==> config.mk <==
export PLATFORM = sky130hd
export DESIGN_NAME = mem_access_unit
export DESIGN_NICKNAME = d
export VERILOG_FILES = /design/src/rtl/mem_access_unit.sv
export SDC_FILE = /design/constraint.sdc
export NUM_CORES = 1
export LEC_CHECK = 0
export CAP_MARGIN = 30
export CORE_MARGIN = 5
export CORE_UTILIZATION = 38
export CTS_CLUSTER_SIZE = 25
export DETAILED_ROUTE_END_ITERATION = 6
export GPL_ROUTABILITY_DRIVEN = 0
export GPL_TIMING_DRIVEN = 0
export PLACE_DENSITY = 0.78
export SYNTH_ARGS = -nofsm -noshare
export SYNTH_HDL_FRONTEND = slang
export SYNTH_SLANG_ARGS = --single-unit
export TNS_END_PERCENT = 30
==> constraint.sdc <==
create_clock -name clk_phase1_i -period 2.1 [get_ports clk_phase1_i]
set_input_delay 0.21 -clock clk_phase1_i [delete_from_list [all_inputs] [get_ports clk_phase1_i]]
set_output_delay 0.21 -clock clk_phase1_i [all_outputs]
set_load 0.01 [all_outputs]
==> src/rtl/mem_access_unit.sv <==
// Load/store front-end: byte-addressed requests to a word-wide memory, with
// sign/zero-extended loads and two-cycle read-modify-write for sub-word stores.
module mem_access_unit #(
    parameter int  WORD_IDX_BITS = 16,
    localparam int DATA_W        = 32,
    localparam int ADDR_W        = 32
) (
    input  logic              clk_phase1_i,
    input  logic              rst_i,
    input  logic              req_valid_i,
    input  logic              req_load_i,
    input  logic              req_store_i,
    input  logic [1:0]        req_size_i,
    input  logic              req_unsigned_i,
    input  logic [ADDR_W-1:0] req_addr_i,
    input  logic [DATA_W-1:0] req_wdata_i,
    output logic              stall_o,
    output logic              resp_valid_q,
    output logic [DATA_W-1:0] resp_data_q,
    output logic              misalign_q,
    output logic              mem_read_o,
    output logic              mem_write_o,
    output logic [ADDR_W-1:0] mem_addr_o,
    output logic [DATA_W-1:0] mem_wdata_o,
    input  logic [DATA_W-1:0] mem_rdata_i
);

    typedef enum logic {IDLE, RMW_WR} state_t;

    state_t            state;
    logic [DATA_W-1:0] merged_q;

    logic       is_store;
    logic       is_load;
    logic       is_half;
    logic       is_word;
    logic       misaligned;
    logic       in_idle;
    logic       load_go;
    logic       wstore_go;
    logic       rmw_go;
    logic       mis_go;
    logic [1:0] lane;
    logic       unused_addr;

    assign unused_addr = ^req_addr_i[ADDR_W-1:WORD_IDX_BITS+2];

    function automatic logic [DATA_W-1:0] extend_load(
        input logic [DATA_W-1:0] word,
        input logic [1:0]        off,
        input logic [1:0]        size,
        input logic              uns
    );
        logic [7:0]  b;
        logic [15:0] h;
        b = word[{off, 3'b000} +: 8];
        h = off[1] ? word[31:16] : word[15:0];
        case (size)
            2'b00:   return uns ? {24'h0, b} : {{24{b[7]}}, b};
            2'b01:   return uns ? {16'h0, h} : {{16{h[15]}}, h};
            default: return word;
        endcase
    endfunction

    function automatic logic [DATA_W-1:0] merge_store(
        input logic [DATA_W-1:0] old,
        input logic [DATA_W-1:0] wdata,
        input logic [1:0]        off,
        input logic [1:0]        size
    );
        logic [DATA_W-1:0] w;
        w = old;
        if (size == 2'b00)
            w[{off, 3'b000} +: 8] = wdata[7:0];
        else if (off[1])
            w[31:16] = wdata[15:0];
        else
            w[15:0] = wdata[15:0];
        return w;
    endfunction

    // Request decode; a load+store request is treated as a store.
    always_comb begin
        lane       = req_addr_i[1:0];
        is_store   = req_store_i;
        is_load    = req_load_i & ~req_store_i;
        is_half    = (req_size_i == 2'b01);
        is_word    = req_size_i[1];
        misaligned = (is_half & lane[0]) | (is_word & (lane != 2'b00));
        in_idle    = (state == IDLE);
        mis_go     = in_idle & req_valid_i & (is_load | is_store) & misaligned;
        load_go    = in_idle & req_valid_i & is_load & ~misaligned;
        wstore_go  = in_idle & req_valid_i & is_store & is_word & ~misaligned;
        rmw_go     = in_idle & req_valid_i & is_store & ~is_word & ~misaligned;
    end

    // Memory side is combinational; the held request supplies the address in RMW_WR.
    always_comb begin
        mem_addr_o  = {{(ADDR_W-WORD_IDX_BITS){1'b0}}, req_addr_i[WORD_IDX_BITS+1:2]};
        mem_read_o  = ~rst_i & (load_go | rmw_go);
        mem_write_o = ~rst_i & (wstore_go | (state == RMW_WR));
        stall_o     = ~rst_i & rmw_go;
        mem_wdata_o = (state == RMW_WR) ? merged_q : req_wdata_i;
    end

    always_ff @(posedge clk_phase1_i) begin
        if (rst_i) begin
            state        <= IDLE;
            resp_valid_q <= 1'b0;
            resp_data_q  <= '0;
            misalign_q   <= 1'b0;
            merged_q     <= '0;
        end else begin
            resp_valid_q <= 1'b0;
            misalign_q   <= 1'b0;
            case (state)
                IDLE: begin
                    if (mis_go) begin
                        misalign_q <= 1'b1;
                    end else if (load_go) begin
                        resp_valid_q <= 1'b1;
                        resp_data_q  <= extend_load(mem_rdata_i, lane, req_size_i, req_unsigned_i);
                    end else if (rmw_go) begin
                        merged_q <= merge_store(mem_rdata_i, req_wdata_i, lane, req_size_i);
                        state    <= RMW_WR;
                    end
                end
                RMW_WR: begin
                    state <= IDLE;
                end
                default: begin
                    state <= IDLE;
                end
            endcase
        end
    end

endmodule
==> impl_metrics.py <==
metrics = {
    "logic_synthesis": {
        "ys_seq_elements": 67,
        "synth_area_leaders": "dfxtp_1 (31%), mux2_2 (10%), buf_4 (6.5%), nor2_1 (5.3%), mux2i_1 (4.9%)",
        "synth_commonest_cells": "dfxtp_1 (67), nor2_1 (61), nand2_1 (52)",
        "yosysSeqAreaShare_pct": 31.27,
        "synth_area_sq_mm": 0.004289,
        "yosysMostFrequentCell": "dfxtp_1",
        "synth_edf_count": 0,
        "yosysWarnings": 0,
        "synth.distinct_cells": 53,
        "synth_top_area_share_pct": 31.27,
        "syn_area_per_cell_sq_um": 8.561,
        "synth_top_area_cell": "dfxtp_1",
        "synth-async-reset-ratio_pct": 0,
        "ys.flop_type": "dfxtp_1",
        "netlist_instances": 501,
    },
    "clock_network": {
        "clock_latency_ns": 0.33,
        "cts_buffers": 9,
        "path_clk_slew_ns": 0.05,
        "ctsLongestPathBuffers": 2,
        "root_buffer": "clkbuf_16",
        "clkSinkCount": 67,
        "ctsHtreeMaxLevel": 3,
        "cts_tree": "done",
    },
    "floorplanning": {
        "row_count": 38,
        "core_sq_mm": 0.01094,
        "die_h_um": 116.2,
        "die_w_um": 116.2,
        "start_util_pct": 39.22,
        "pin_count": 205,
        "design.die.area_sq_mm": 0.01351,
    },
    "global_route": {
        "gr-total-overflow": 0,
        "grt_usage_pct": 22.98,
        "grt_antenna_before_repair": 1,
        "grt_pass1_vias": 4648,
        "grt_pass1_wl_um": 24280,
        "grt_max_degree": 11,
    },
    "timing": {
        "tightest_slew_ns": 0.8773,
        "finClkSkew_ns": 0.005924,
        "setup_viol": 0,
        "hold_viol_final": 0,
        "slew_headroom_pct": 41.39,
        "rsz0062_at_grt": "true",
        "maxSlewViolCount": 0,
        "post-route-min-period_ns": 2.047,
        "whs_ns": 0.3160,
        "setup_tns_ns": 0,
        "finalCritPeriodShare_pct": 97.50,
        "fmax_mhz": 488.4,
    },
    "critical_path": {
        "cp-start-kind": "register",
        "endpoint_kind": "output pin",
        "cp.arrival_ns": 1.84,
        "crit_chain": "buf_6 -> buf_6 -> mux2_2 -> clkdlybuf4s50_1",
        "r2r_cells": 7,
        "crit_type": "reg -> out",
        "worstPathMaxFanout": 10,
        "crit_start": "state$_SDFF_PP0_",
        "required_ns": 1.89,
        "reg2reg_from": "state$_SDFF_PP0_",
        "critPathMaxStageDelay_ns": 0.48,
        "cpMostUsedCell": "buf_6",
        "cp_slowest_cell": "clkdlybuf4s50_1",
    },
    "place": {
        "io_buffers": 155,
        "dp_hpwl_um": 12490,
        "dp.cells": 811,
    },
    "min_path": {
        "hp-start": "req_size_i[1]",
        "min_path_type": "in -> reg",
        "hold_depth": 4,
    },
    "route": {
        "finalWirelength_um": 16280,
        "detail-route-antenna-nets": 0,
        "drt-pass1-iter-count": 7,
        "dr.first_iter.drc_count": 665,
        "vias_per_cell": 5.789,
        "vias": 4822,
        "drcViolationCount": 3,
        "routedWlPerCell_um": 19.54,
    },
    "final_layout": {
        "final.fill_count": 962,
        "nets": 797,
        "area_delta_synth_final_pct": 52.19,
        "num_antenna_cells": 0,
        "drive_above_1_share_pct": 20.06,
        "fin_cells": 833,
    },
    "power": {
        "p_leak_nw": 2.527,
        "p_per_area_mw_per_mm2": 574.8,
        "peakVddDrop_uv": 380.2,
        "power_mw": 3.752,
    },
    "run": {
        "maxCapViolCount": 0,
    },
    "outcome": {
        "status": "finished with violations",
        "failed_checks": "DRC",
    },
}
per-layer routing:
metal,vias to the layer above,GRT usage (%),routed length [um]
met4,2,10.44,782
met2,361,36.54,7353
met3,87,6.425,1893
met5,-,0,13
li1,2176,-,-
met1,2196,28.97,6235
critical path, delay by kind of cell (launching register included):
| family | cells | cell delay (ns) |
|---|---|---|
| buf+inv | 3 | 0.82 |
| mux | 1 | 0.36 |
| flops | 1 | 0.32 |
report_power, final:
part / total, mW / switching, mW / internal, mW
Sequential: 1.35 / 0.0258 / 1.32
Combinational: 0.946 / 0.462 / 0.485
Clock: 1.46 / 0.529 / 0.927
Total: 3.75 / 1.02 / 2.74
metrics by stage:
step / utilization (%) / setup WS [ns] / area, sq um
after floorplan: - / 0.05950 / 4345
after global placement: 55.53 / -0.8183 / 6072
after detailed placement: 55.53 / -0.8321 / 6072
after CTS: 59.38 / 0.004770 / 6494
after global routing: 59.69 / 0.002870 / 6528
final: 59.69 / 0.05257 / 6528
sequential cells by signal (all words and copies together), names as in the netlist:
register and cells:
resp_data_q 32, resp_valid_q 1, misalign_q 1, state 1
merged_q 32
layout make-up:
cell class	instances	area, sq um	share of cell area, %
plain buffers	73	505.5	7.744
multi-input cells	367	2581	39.54
clock inverters	1	5.005	0.07667
clock buffers	15	287.8	4.409
well taps	140	175.2	2.684
inverters	8	33.78	0.5175
repair buffers	162	1598	24.48
flip-flops and latches	67	1341	20.55
what timing repair did:
item	4_1_cts	5_1_grt
pin swaps	2	1
setup endpoints to repair	90	34
hold buffers	0	0
setup buffers	6	1
gates resized for setup	43	11
final timing paths:
| path | end | slack, ns |
|---|---|---|
| worst min-delay path | misalign_q$_SDFF_PP0_ | 0.32 |
| worst max register to register | merged_q[16]$_SDFFE_PP0P_ | 0.21 |
| worst min register to register | merged_q[11]$_SDFFE_PP0P_ | 0.45 |
| worst max-delay path | mem_wdata_o[4] | 0.05 |
cells by family after synthesis:
kind of cell	synth area share, %
AO/OA/AOI/OAI	22.72
adder cells (fa/ha/maj)	1.459
buffers and inverters	10.97
flip-flops	31.27
multiplexers	14.88
other	0.08743
AND/OR/NAND/NOR	18.61
cell usage in the layout, fill, tap and decap left out, types with 3 or more instances in the layout:
master	count
clkdlybuf4s50_1	147
dfxtp_1	67
nor2_1	61
nand2_1	51
buf_4	43
mux2_2	38
a211oi_1	24
clkbuf_1	21
mux2i_1	21
a221oi_1	21
a21oi_1	19
nor3_1	17
conb_1	16
nor2b_1	13
a211o_1	10
clkbuf_16	9
buf_6	7
buf_2	7
nand3_1	7
clkbuf_8	6
inv_1	6
a222oi_1	6
a311oi_1	6
a221o_1	5
a2111oi_2	4
o22ai_1	3
nand2b_1	3
dlygate4sd2_1	3
dlymetal6s2s_1	3
No activity file was read; power rests on OpenSTA's default activity.
